<file path="src/rtl/mem_load_unit_pkg.sv">
// rtl/mem_load_unit_pkg.sv - shared MIPS memory opcodes, load op/FSM types and decode helpers
package mem_load_unit_pkg;

  localparam logic [5:0] OPC_LW  = 6'b100011;
  localparam logic [5:0] OPC_LH  = 6'b100001;
  localparam logic [5:0] OPC_LHU = 6'b100101;
  localparam logic [5:0] OPC_LB  = 6'b100000;
  localparam logic [5:0] OPC_LBU = 6'b100100;
  localparam logic [5:0] OPC_SW  = 6'b101011;
  localparam logic [5:0] OPC_SH  = 6'b101001;
  localparam logic [5:0] OPC_SB  = 6'b101000;

  typedef enum logic [2:0] {
    LD_NONE = 3'd0,
    LD_W    = 3'd1,
    LD_H    = 3'd2,
    LD_HU   = 3'd3,
    LD_B    = 3'd4,
    LD_BU   = 3'd5
  } ld_op_e;

  typedef enum logic [1:0] {
    ST_IDLE  = 2'd0,
    ST_WAIT  = 2'd1,
    ST_DRAIN = 2'd2
  } ld_state_e;

  function automatic ld_op_e ld_decode(input logic [5:0] opc);
    case (opc)
      OPC_LW:  ld_decode = LD_W;
      OPC_LH:  ld_decode = LD_H;
      OPC_LHU: ld_decode = LD_HU;
      OPC_LB:  ld_decode = LD_B;
      OPC_LBU: ld_decode = LD_BU;
      default: ld_decode = LD_NONE;
    endcase
  endfunction

  // Words need A==00, halves need A[0]==0; bytes are never misaligned.
  function automatic logic ld_misaligned(input ld_op_e op, input logic [1:0] a);
    case (op)
      LD_W:        ld_misaligned = (a != 2'b00);
      LD_H, LD_HU: ld_misaligned = a[0];
      default:     ld_misaligned = 1'b0;
    endcase
  endfunction

endpackage

</file>
<file path="src/rtl/mem_load_unit_load_ext.sv">
// rtl/mem_load_unit_load_ext.sv - picks the addressed byte/half of a read word and extends it
module load_ext
  import mem_load_unit_pkg::*;
(
  input  logic [2:0]  op,
  input  logic [1:0]  a,
  input  logic [31:0] rdata,
  output logic [31:0] result
);

  logic [7:0]  byte_sel;
  logic [15:0] half_sel;

  always_comb begin
    case (a)
      2'b00:   byte_sel = rdata[7:0];
      2'b01:   byte_sel = rdata[15:8];
      2'b10:   byte_sel = rdata[23:16];
      default: byte_sel = rdata[31:24];
    endcase
  end

  assign half_sel = a[1] ? rdata[31:16] : rdata[15:0];

  always_comb begin
    case (op)
      LD_B:    result = {{24{byte_sel[7]}}, byte_sel};
      LD_BU:   result = {24'h000000, byte_sel};
      LD_H:    result = {{16{half_sel[15]}}, half_sel};
      LD_HU:   result = {16'h0000, half_sel};
      default: result = rdata;
    endcase
  end

endmodule

</file>
<file path="src/rtl/mem_load_unit.sv">
// rtl/mem_load_unit.sv - M-stage load unit: held bus read, stall/timeout/flush FSM, W-stage result register
module mem_load_unit #(
  parameter int TO_W    = 8,
  parameter int TIMEOUT = 200
) (
  input  logic        clk,
  input  logic        reset,
  input  logic [31:0] ir_m,
  input  logic [31:0] addr_m,
  input  logic        flush,
  output logic        bus_rd_req,
  output logic [31:0] bus_addr,
  input  logic [31:0] bus_rdata,
  input  logic        bus_ack,
  output logic        stall,
  output logic        adel,
  output logic        bus_err,
  output logic        ld_valid_w,
  output logic [31:0] ld_data_w
);
  import mem_load_unit_pkg::*;

  ld_state_e       state;
  ld_state_e       state_nx;
  logic [TO_W-1:0] cnt;
  logic [29:0]     addr_q;
  ld_op_e          op_q;
  logic [1:0]      a_q;
  ld_op_e          op_m;
  ld_op_e          ext_op;
  logic [1:0]      ext_a;
  logic [31:0]     ext_result;
  logic            is_load;
  logic            go;
  logic            cnt_hit;
  logic            complete;
  logic            timeout_hit;
  logic            unused_ir;

  assign op_m      = ld_decode(ir_m[31:26]);
  assign is_load   = (op_m != LD_NONE);
  assign adel      = is_load & ld_misaligned(op_m, addr_m[1:0]);
  assign go        = (state == ST_IDLE) & is_load & ~adel & ~flush;
  assign cnt_hit   = (cnt == TO_W'(TIMEOUT - 1));
  assign unused_ir = ^ir_m[25:0];

  load_ext u_ext (
    .op     (ext_op),
    .a      (ext_a),
    .rdata  (bus_rdata),
    .result (ext_result)
  );

  always_ff @(posedge clk) begin
    if (reset) state <= ST_IDLE;
    else       state <= state_nx;
  end

  always_comb begin
    state_nx = state;
    case (state)
      ST_IDLE:  if (go && !bus_ack) state_nx = ST_WAIT;
      ST_WAIT: begin
        if (flush)                 state_nx = ST_DRAIN;
        else if (bus_ack || cnt_hit) state_nx = ST_IDLE;
      end
      ST_DRAIN: if (bus_ack || cnt_hit) state_nx = ST_IDLE;
      default:  state_nx = ST_IDLE;
    endcase
  end

  // Once the load has left IDLE, address and extension come from the latches, not from M.
  always_comb begin
    bus_rd_req  = 1'b0;
    stall       = 1'b0;
    complete    = 1'b0;
    timeout_hit = 1'b0;
    bus_addr    = {addr_m[31:2], 2'b00};
    ext_op      = op_m;
    ext_a       = addr_m[1:0];
    case (state)
      ST_IDLE: begin
        bus_rd_req = go;
        stall      = go & ~bus_ack;
        complete   = go & bus_ack;
      end
      ST_WAIT: begin
        bus_rd_req = 1'b1;
        bus_addr   = {addr_q, 2'b00};
        ext_op     = op_q;
        ext_a      = a_q;
        if (flush)        stall       = 1'b1;
        else if (bus_ack) complete    = 1'b1;
        else if (cnt_hit) timeout_hit = 1'b1;
        else              stall       = 1'b1;
      end
      ST_DRAIN: begin
        bus_rd_req = 1'b1;
        bus_addr   = {addr_q, 2'b00};
        stall      = is_load;
      end
      default: ;
    endcase
    if (reset) begin
      bus_rd_req  = 1'b0;
      stall       = 1'b0;
      complete    = 1'b0;
      timeout_hit = 1'b0;
    end
  end

  always_ff @(posedge clk) begin
    if (reset) begin
      cnt        <= '0;
      addr_q     <= '0;
      op_q       <= LD_NONE;
      a_q        <= 2'b00;
      ld_valid_w <= 1'b0;
      ld_data_w  <= 32'h0;
      bus_err    <= 1'b0;
    end else begin
      ld_valid_w <= complete;
      bus_err    <= timeout_hit;
      if (complete) ld_data_w <= ext_result;
      if (go) begin
        addr_q <= addr_m[31:2];
        op_q   <= op_m;
        a_q    <= addr_m[1:0];
        cnt    <= '0;
      end else if (state != ST_IDLE) begin
        cnt <= cnt + TO_W'(1);
      end
    end
  end

endmodule
</file>
<file path="config.mk">
export PLATFORM = sky130hd
export DESIGN_NAME = mem_load_unit
export DESIGN_NICKNAME = d
export VERILOG_FILES = /design/src/rtl/mem_load_unit_pkg.sv /design/src/rtl/mem_load_unit_load_ext.sv /design/src/rtl/mem_load_unit.sv
export SDC_FILE = /design/constraint.sdc
export NUM_CORES = 1
export LEC_CHECK = 0
export BUFFER_PORTS_ARGS = -buffer_cell sky130_fd_sc_hd__buf_2
export CAP_MARGIN = 0
export CORE_ASPECT_RATIO = 1.25
export CORE_UTILIZATION = 44
export DETAILED_ROUTE_END_ITERATION = 8
export PLACE_DENSITY = 0.85
export SLEW_MARGIN = 30
export SYNTH_ARGS = -nofsm -noshare
export SYNTH_HDL_FRONTEND = slang
export SYNTH_SLANG_ARGS = --single-unit
export TNS_END_PERCENT = 50
</file>
<file path="constraint.sdc">
create_clock -name clk -period 2.3 [get_ports clk]
set_input_delay 0 -clock clk [delete_from_list [all_inputs] [get_ports clk]]
set_output_delay 0 -clock clk [all_outputs]
set_load 0.05 [all_outputs]
</file>
Word-level counts from Yosys, hierarchy flattened
Cells that the tools add are included.
- register bits after elaboration: 79
- bits of input ports: 100
- output and inout bits: 69
- logic and storage cells: 73
- add/subtract/negate cells: 1
- eq/ne operators: 18
- muxes and demuxes: 24
- bitwise operators: 10
- reductions and logical operators: 12
- operators with widths (operator ; number):
    $pmux W32 S4 ; 1
    $mux W32 ; 1
    $eq A6 B6 Y1 const B ; 5
    $pmux W8 S3 ; 1
    $mux W16 ; 1
    $pmux W3 S5 ; 1
    $eq A3 B2 Y1 const B ; 4
    $mux W1 ; 9
    $add A8 B1 Y8 const B ; 1
    $eq A8 B8 Y1 const B ; 1
    $mux W2 ; 4
    $and A1 B1 Y1 ; 6
    $eq A3 B3 Y1 const B ; 2
    $pmux W1 S2 ; 3
    $pmux W2 S3 ; 1
    $reduce_or A2 Y1 ; 3
    $eq A2 B1 Y1 const B ; 2
    $eq A2 B2 Y1 const B ; 2
    $logic_not A2 Y1 ; 2
    $not A1 Y1 ; 4
    $reduce_bool A2 Y1 ; 2
    $reduce_or A4 Y1 ; 1
    $eq A3 B1 Y1 const B ; 1
    $mux W3 ; 1
    other kinds (6) ; 6

Depth between registers and ports, before layout
Gate-level depths: netlist (run 1).
- depth in word-level cells: 12
- depth in mapped cells: 11
- depth with buffers taken out: 7

Cells and area by module
From an unflattened synthesis (run 1), not the netlist that was laid out.
- cell total of the unflattened synthesis: 733
- area total of the unflattened synthesis: 5604.1 µm²
- by module, submodules not included (module ; times used ; cells each ; area each (µm²) ; seq. area each (µm²)):
    mem_load_unit ; 1 ; 589 ; 4566.9 ; 1581.5
    load_ext ; 1 ; 144 ; 1037.2 ; 0.0

Worst setup path after synthesis (run 1)
OpenSTA, ideal clock, no wires.
- path kind: register to output
- start: register cnt[0]
- end: output stall
- arrival time: 2430 ps
- required time: 2300 ps
- slack: -130 ps
- cell stages (with the launch flop): 6
- path buffers: 0
- path through: dfxtp_1 > ha_1 > and4b_1 > a31oi_1 > o21ai_0 > a311oi_1
- cells in the longest elaborated chain, start to end: 6
- ends and longest elaborated chain (what ; RTL line ; RTL):
    from (decl) ; mem_load_unit.sv:25 ; logic [TO_W-1:0] cnt;
    from (signal assigned) ; mem_load_unit.sv:131 ; cnt <= cnt + TO_W'(1);
    $eq A8 B8 Y1 ; mem_load_unit.sv:44 ; assign cnt_hit = (cnt == TO_W'(TIMEOUT - 1));
    $mux W1 ; mem_load_unit.sv:94 ; else if (cnt_hit) timeout_hit = 1'b1;
    $mux W1 ; mem_load_unit.sv:93 ; else if (bus_ack) complete = 1'b1;
    $mux W1 ; mem_load_unit.sv:92 ; if (flush) stall = 1'b1;
    $pmux W1 S3 ; mem_load_unit.sv:81 ; case (state)
    $mux W1 ; mem_load_unit.sv:104 ; if (reset) begin
    to (decl) ; mem_load_unit.sv:15 ; output logic stall,
Every way passes these cells.

Worst setup path in the final report (run 1)
- start: register state[0]
- end: register ld_data_w[20]
- cells in the longest elaborated chain, start to end: 7
- elaborated cells between the ends (all ways): 20
- classes of those cells: eq/ne (7); mux (7); bitwise (4); reduce/logical (2)
- ends and longest elaborated chain (what ; RTL line ; RTL):
    from (decl) ; mem_load_unit.sv:23 ; ld_state_e state;
    from (signal assigned) ; mem_load_unit.sv:56 ; else state <= state_nx;
    $logic_not A2 Y1 ; mem_load_unit.sv:43, mem_load_unit.sv:81 ;
    $and A1 B1 Y1 (3 in a row) ; mem_load_unit.sv:43 ; assign go = (state == ST_IDLE) & is_load & ~adel & ~flush;
    $and A1 B1 Y1 ; mem_load_unit.sv:85 ; complete = go & bus_ack;
    $pmux W1 S2 ; mem_load_unit.sv:81 ;
    $mux W1 ; mem_load_unit.sv:104 ;
    to (signal assigned) ; mem_load_unit.sv:124 ; if (complete) ld_data_w <= ext_result;
    to (decl) ; mem_load_unit.sv:19 ; output logic [31:0] ld_data_w
Parallel ways exist; a longest one is shown, timed or not.
A chain may end at the register's enable or synchronous reset.

==> summary.txt, run 1 <==
Power
  • Part of the power in registers: a little over a third
  • Power, Total: 4.12 mW
  • Net Sw Frac: between 30% and 40%
  • Pwr Density: 707 nW/um2
  • Pleak: ~2.4 nW
  • Cell internal pwr: 2.68 mW
  • Peak VDD IR: 445 uV
  • Logic pwr share: between 30% and 40%
  • Clock power share: around a third
  • Switching power: around 1.4 mW

Clocking
  • Total CTS buffers: 9
  • Clock Latency Late Sink: about 0.33 ns
  • Post-CTS setup buffers: 0
  • Clock Path Buffers: 2
  • H-tree depth: 3
  • CTS sink cnt: 79
  • Worst-path clk slew: 0.06 ns
  • Clock tree from TritonCTS: done
  • Root buffer cell: clkbuf_16

STA
  • Max Slew Vio Count: 0
  • Slew Limit Headroom: between 40% and 50%
  • RSZ-0062 raised after global routing: false
  • Final setup viols: 0
  • Skew final: roughly 0.005 ns
  • Min Tclk post-route: 2.22 ns
  • Max Clk Rate: around 450 MHz
  • TNS Setup: 0 ns
  • Final Cycle Share: between 90 and 100%
  • Worst-Margin Slew: roughly 0.84 ns
  • Final Hold Viols: 0

Routing
  • 1st-iter DRT viols: around 310
  • Routed wire length: approximately 13000 um
  • WL/cell: 16.2 um
  • Vias/cell: around 5.5
  • DRT Pass-1 Iters: 5
  • Via count: roughly 4200
  • Routed Antenna Nets: 0
  • DRC Markers: 0

Worst setup path
  • CP endpoint kind: register
  • Worst reg-to-reg path cell count: 7
  • Cell at the slowest stage of the critical path: mux4_2
  • Crit path kind: reg2reg
  • Critical Path Source Type: register
  • CP required: roughly 2.5 ns
  • Crit-path max cell delay: between 0.4 and 0.5 ns
  • Crit-path most repeated cell: nor3_4
  • WP data arrival: ~2.4 ns
  • Critical path, cell by cell: ha_2 -> mux2_4 -> mux4_2 -> nor3_4 -> nor3_4 -> buf_12 -> a221oi_2
  • Crit Path Max Fanout: 15

Die
  • Die span in y: around 110 um
  • Initial core utilization: a little under half
  • FP Rows: 39
  • Core ar.: 9130 um2
  • Die area: 9800 um2
  • Die width: 88.8 um
  • I/O pin count: 169

Logic synthesis
  • Register area share after synthesis: about two fifths
  • Ys async rst share: 0%
  • Synth cell types: 52
  • Mapped Avg Cell Area: 8.88 um2
  • Syn. warnings: 0
  • Flops & latches, synth: 79
  • Syn Inst Count: approximately 470
  • EDFF count, synth: 0
  • Mapped cell area: about 4100 um2
  • Synth Flop Type: dfxtp_1

GRT
  • Vias in the first global route: 4411
  • First-pass GRT wire length: about 20000 um
  • Initial antenna violation count: 0
  • GR Overflow Total: 0
  • GRT Total Usage: 26.4%
  • Pin count of the biggest net entering global routing: between 70 and 80

Min path
  • Cell depth of the worst hold path: 3
  • Hold Path Class: in2reg

Placement
  • RePlAce Congestion: 0.874
  • DPL Wire Length: between 8000 and 9000 um
  • Placed Area: around 5000 um2
  • I/O Buffers: 140

Final layout
  • Antenna cells: 0
  • Layout cell share with drive strength beyond 1: 35.6%
  • NumNets Final: roughly 760
  • Synth-to-Final Area Change: 40.8%
  • Post-route design area: approximately 6000 um2

Flow run
  • Max_cap viols: 0

Status
  • Status: finished, final reports clean
[worst max-delay path, delay by kind of cell, from the launching register on]
family          cells  cell delay, ns
mux                 2            0.80
buf+inv             1            0.18
flops               1            0.37
compound gates      1            0.26
fa+ha+maj           1            0.24
simple gates        2            0.27
[kinds of logic (layout without fill, tap and decap cells)]
kind of cell               count (synthesis)  count (layout)  share of synthesized area (%)
and+or+nand+nor                          151             151                           17.5
muxes                                     43              43                           14.2
other                                      1               2                         0.0906
buffers and inverters                     77             264                           7.89
adders and majority gates                  5               5                           1.51
AOI/OAI and AO/OA                        102             102                           18.9
xor gates and xnor gates                   8               8                           1.69
DFF                                       79              79                           38.2
[area by class of cell]
| cell class | count | area, um2 |
|---|---|---|
| Multi-Input combinational cell | 311 | 2280 |
| Clock inverter | 3 | 18.8 |
| Tap cell | 123 | 154 |
| Sequential cell | 79 | 1580 |
| Fill cell | 704 | 3300 |
| Timing Repair Buffer | 207 | 1380 |
| Clock buffer | 12 | 256 |
| Inverter | 42 | 158 |
[per-stage QoR]
step | std cells | util [%] | setup WS (ns) | hold WS [ns]
after CTS | 777 | 63.5 | 0.0173 | 0.0527
after global placement | 712 | 55.0 | 0.131 | 0.250
after global routing | 777 | 63.9 | 0.00324 | 0.0852
final | 777 | 63.9 | 0.0797 | 0.0636
after detailed placement | 712 | 55.0 | 0.0402 | 0.255
after floorplan | 467 | - | 0.00244 | 0.0772
[metal layers]
metal | GRT usage (%) | part of all wire (%) | vias up
met3 | 7.03 | 7.0 | 61
li1 | - | - | 2007
met2 | 46.3 | 52 | 217
met4 | 19.1 | 6.0 | 0
met1 | 25.7 | 35 | 1964
met5 | 0 | 0 | -
[placed cells by master (no fill, tap or decap), types with 3 or more instances in the layout]
cell | Yosys | layout
nor2b_1 | 3 | 3
inv_1 | 42 | 41
a221oi_2 | 10 | 13
a22oi_1 | 7 | 7
buf_2 | 6 | 139
nand3_1 | 4 | 4
a221oi_1 | 29 | 26
nor2_1 | 14 | 14
dlygate4sd3_1 | 0 | 50
mux4_2 | 4 | 4
nand2b_1 | 8 | 8
clkbuf_16 | 0 | 9
mux2_2 | 30 | 30
buf_4 | 2 | 13
xor2_1 | 5 | 5
dfxtp_1 | 79 | 77
a21oi_1 | 41 | 40
nand3b_1 | 4 | 4
mux4_1 | 4 | 4
xnor2_1 | 3 | 3
nand2_1 | 97 | 97
buf_12 | 0 | 4
o21ai_0 | 3 | 3
mux2i_1 | 4 | 3
ha_1 | 5 | 4
[sequential cells by signal (all words and copies together) (netlist names)]
signal / cells
ld_data_w: 32
addr_q: 30
cnt: 8
op_q: 3
a_q: 2
state: 2
bus_err: 1
ld_valid_w: 1
[synthesized netlist by cell type (5+ instances only)]
cell type / number / area share, %
nor2_1: 14 / 1.3
nand2b_1: 8 / 1.2
dfxtp_1: 79 / 38
mux2_2: 30 / 8.2
a21oi_1: 41 / 5.0
ha_1: 5 / 1.5
buf_1: 6 / 0.54
xor2_1: 5 / 1.1
a221oi_1: 29 / 6.1
a221oi_2: 10 / 3.6
buf_2: 6 / 0.73
nand2_1: 97 / 8.8
inv_1: 42 / 3.8
a22oi_1: 7 / 1.3
clkbuf_1: 18 / 1.6
[power groups by stage]
stage	combinational (mW)	sequential (mW)	clock, mW
after floorplan	0.898	1.55	0
after global placement	1.24	1.47	0
after detailed placement	1.27	1.47	0
after CTS	1.34	1.44	1.34
after global routing	1.45	1.45	1.40
final	1.36	1.45	1.31
[repair_timing]
action	in CTS	in global routing
hold buffers	50	0
resized for setup	0	6
endpoints found under the hold margin	58	0
setup endpoints to repair	0	11
[worst paths after layout]
| path | slack, ns | endpoint | start |
|---|---|---|---|
| setup reg to reg | 0.08 | ld_data_w[20] | state[0] |
| setup / recovery | 0.08 | ld_data_w[20] | state[0] |
| hold reg to reg | 0.45 | addr_q[3] | addr_q[3] |
| hold / removal | 0.06 | ld_data_w[15] | bus_rdata[15] |
No activity file was read; power rests on OpenSTA's default activity.
==> run 2, diff against run 1 <==
Settings changed: ABC_AREA set to 1, CORE_UTILIZATION 44 to 45, PLACE_DENSITY 0.85 to 0.84.
==> summary.txt, run 2 <==
Routing
  • Via count: 5382 (+27%)
  • Vias/cell: 4.99 (-8.7%)
  • 1st-iter DRT viols: 182 (-42%)
  • Routed Antenna Nets: 0 (unchanged)
  • DRT Pass-1 Iters: 6 (+1)
  • DRC Markers: 0 (unchanged)
  • Routed wire length: 13300 um (+5.9%)
  • WL/cell: 12.3 um (-24%)

Logic synthesis
  • Post-Synth Simple-Gate Area: 45.4% (+28 points)
  • Top post-synthesis cells by area: dfxtp_1 (34%), nand2_1 (21%), nor2_1 (11%)
  • Multiplexer area fraction after synthesis: 0% (-14 points)
  • Mapped Avg Cell Area: 6.00 um2 (-33%)
  • Adder-Cell Fraction of Synth Area: 1.33% (-0.19 points)
  • Flops & latches, synth: 79 (unchanged)
  • Synth top area share: 33.5% (-4.7 points)
  • Mapped cell area: 4720 um2 (+14%)
  • Synth cell count leaders: nand2_1 (260), nor2_1 (137), nand3_1 (91)
  • Count leader, synth: nand2_1
  • Largest family of logic cells by synthesized area: simple AND/OR/NAND/NOR gates
  • Synth Flop Type: dfxtp_1
  • Synth area leader: dfxtp_1
  • EDFF count, synth: 0 (unchanged)
  • Register area share after synthesis: 33.5% (-4.7 points)
  • Synth cell types: 36 (-31%)
  • Compound-cell area share of the yosys netlist: 8.64% (-10 points)
  • Syn Inst Count: 787 (+69%)
  • Xor/xnor share of the synthesized area: 0.743% (-0.95 points)
  • Ys async rst share: 0% (unchanged)
  • Syn. warnings: 0 (unchanged)

Final layout
  • Largest regs: ld_data_w: 32 flops, addr_q: 30 flops, cnt: 8 flops
  • Top reg by flops: ld_data_w
  • Register Area: 1580 um2 (-0.16%)
  • Antenna cells: 0 (unchanged)
  • Fin cells: 1078 (+39%)
  • NumNets Final: 1049 (+39%)
  • Post-route design area: 6180 um2 (+6.0%)
  • Footprint of the multi-input gates: 2670 um2 (+17%)
  • Number of fill cells: 957 (+36%)
  • Layout cell share with drive strength beyond 1: 20.2% (-15 points)
  • Synth-to-Final Area Change: 30.9%
  • Most frequent cells in the layout: nand2_1 (260), buf_2 (140), nor2_1 (137)
  • Most common cell after layout, fill and taps aside: nand2_1
  • Largest register FFs: 32 (unchanged)

Worst setup path
  • R2r startpoint: state[1]
  • CP Buf/Inv Count: 2 (+1)
  • Critical Path Sink: ld_data_w[8]
  • Critical Path Source Type: register
  • CP endpoint kind: register
  • Worst path top cell family by delay: simple AND/OR/NAND/NOR gates
  • Reg2Reg Setup Slack: 0.13 ns (+0.05 ns)
  • WP data arrival: 2.45 ns (about the same)
  • Worst reg-to-reg path cell count: 11 (+4)
  • Worst Setup SP: state[1]
  • Crit-path max cell delay: 0.38 ns (-0.09 ns)
  • Reg-to-Reg End: ld_data_w[8]
  • Cell count along the critical path: 11 (+4)
  • Crit Path Max Fanout: 24 (+9)
  • Critical path, cell by cell: inv_1 -> ha_1 -> inv_2 -> nand4_1 -> nand2_1 -> nand2_2 -> nor2_1 -> nand2_4 -> nand2_1 -> nor2_1 -> nor2_1
  • Crit-path most repeated cell: nor2_1
  • CP required: 2.58 ns (+0.06 ns)
  • Crit path kind: reg2reg
  • Cell at the slowest stage of the critical path: dfxtp_1

STA
  • Final Hold Viols: 0 (unchanged)
  • Max Clk Rate: 461 MHz (+2.3%)
  • Slew Limit Headroom: 57.4% (+13 points)
  • Final Cycle Share: 94.4% (-2.2 points)
  • TNS Setup: 0 ns (unchanged)
  • RSZ-0062 raised after global routing: true
  • Skew final: 0.00799 ns (+0.00298 ns)
  • Worst-Margin Slew: 0.638 ns (-0.197 ns)
  • Max Slew Vio Count: 0 (unchanged)
  • Final setup viols: 0 (unchanged)
  • Min Tclk post-route: 2.17 ns (-0.0502 ns)

Die
  • Die width: 93.6 um (+5.4%)
  • Initial core utilization: 46.5% (+1.1 points)
  • I/O pin count: 169 (unchanged)
  • Die span in y: 116 um (+5.5%)
  • Die area: 10900 um2 (+11%)
  • Core ar.: 10200 um2 (+11%)
  • FP Rows: 41 (+5.1%)

GRT
  • GR Overflow Total: 0 (unchanged)
  • Vias in the first global route: 4837 (+9.7%)
  • First-pass GRT wire length: 21700 um (+8.4%)
  • Pin count of the biggest net entering global routing: 68 (-8.1%)
  • GRT Total Usage: 25.2% (-1.2 points)
  • Initial antenna violation count: 1 (+1)

Clocking
  • Total CTS buffers: 9 (unchanged)
  • Clock tree from TritonCTS: done
  • Root buffer cell: clkbuf_16
  • CTS sink cnt: 79 (unchanged)
  • Clock Path Buffers: 2 (unchanged)
  • Clock Latency Late Sink: 0.34 ns (about the same)
  • H-tree depth: 3 (unchanged)
  • Post-CTS setup buffers: 0 (unchanged)
  • Worst-path clk slew: 0.07 ns (about the same)

Placement
  • Placed Area: 5510 um2 (+9.7%)
  • I/O Buffers: 140 (unchanged)
  • Dpl cells: 1027 (+44%)
  • RePlAce Congestion: 0.935 (+7.0%)
  • DPL Wire Length: 9020 um (+12%)

Power
  • Power, Total: 4.44 mW (+7.9%)
  • Pleak: 3.25 nW (+33%)
  • Pwr Density: 719 nW/um2 (+1.8%)
  • Peak VDD IR: 533 uV (+20%)

Min path
  • Hold Path Class: in2reg

Status
  • Status: finished, final reports clean

Flow run
  • Max_cap viols: 0 (unchanged)
## run 2: how the worst min path moves through the flow
stage,start,to,slack [ns],depth (start not counted)
6_report,addr_m[0],a_q[0],0.01,3
5_1_grt,ir_m[26],op_q[1],0.02,3
4_1_cts,ir_m[26],op_q[1],0.006,3
3_5_place_dp,bus_ack,bus_err,0.19,2
3_3_place_gp,bus_ack,bus_err,0.19,2
2_1_floorplan,reset,state[0],0.07,1
## run 2: cell type report
type                            instances  area share (%)
Timing Repair Buffer                  190            19.6
Clock buffer                            9            3.65
Clock inverter                          7            1.26
Multi-Input combinational cell        598            43.2
Inverter                               66            4.01
Sequential cell                        79            25.6
Tap cell                              129            2.61
## run 2: logic make-up (layout without fill, tap and decap cells)
group                      count (synthesis)  in the layout
and+or+nand+nor                          515            515
AOI/OAI and AO/OA                         72             72
xor gates and xnor gates                   4              4
adders and majority gates                  5              5
other                                      1              2
buffers and inverters                    111            272
DFF                                       79             79
## run 2: metrics by stage
stage / hold slack [ns] / worst slack (ns) / utilization, %
3_3_place_gp: 0.188 / 0.188 / 54.2
6_report: 0.0109 / 0.130 / 60.8
2_1_floorplan: 0.0691 / 0.228 / -
5_1_grt: 0.0156 / -0.0526 / 60.8
3_5_place_dp: 0.187 / 0.0985 / 54.2
4_1_cts: 0.00576 / 0.0514 / 60.7
## run 2: power breakdown
group / leakage, nW / switching [mW] / internal (mW)
combinational: 2.46 / 1.10 / 0.451
clock: 0.147 / 0.597 / 0.852
sequential: 0.639 / 0.0287 / 1.42
total: 3.25 / 1.72 / 2.72
## run 2: metal layers
| metal | global-route usage (%) | part of all wire [%] | wire length, um |
|---|---|---|---|
| met1 | 28.2 | 40 | 5330 |
| met2 | 44.9 | 50 | 6620 |
| met3 | 6.12 | 7.4 | 985 |
| met4 | 12.1 | 2.6 | 340 |
| met5 | 0 | 0.098 | 13 |
## run 2: what timing repair did
action                                  CTS  global route
resized for setup                         0             4
endpoints found under the setup margin    0            27
hold buffers                             35             0
hold endpoints to repair                 35             0
## run 2: worst reg2reg max path: cells and delay by family (launching register included)
| kind | cells | cell delay, ns |
|---|---|---|
| AND/OR/NAND/NOR | 8 | 1.19 |
| flip-flops | 1 | 0.38 |
| adder cells (fa/ha/maj) | 1 | 0.23 |
| buffers and inverters | 2 | 0.31 |
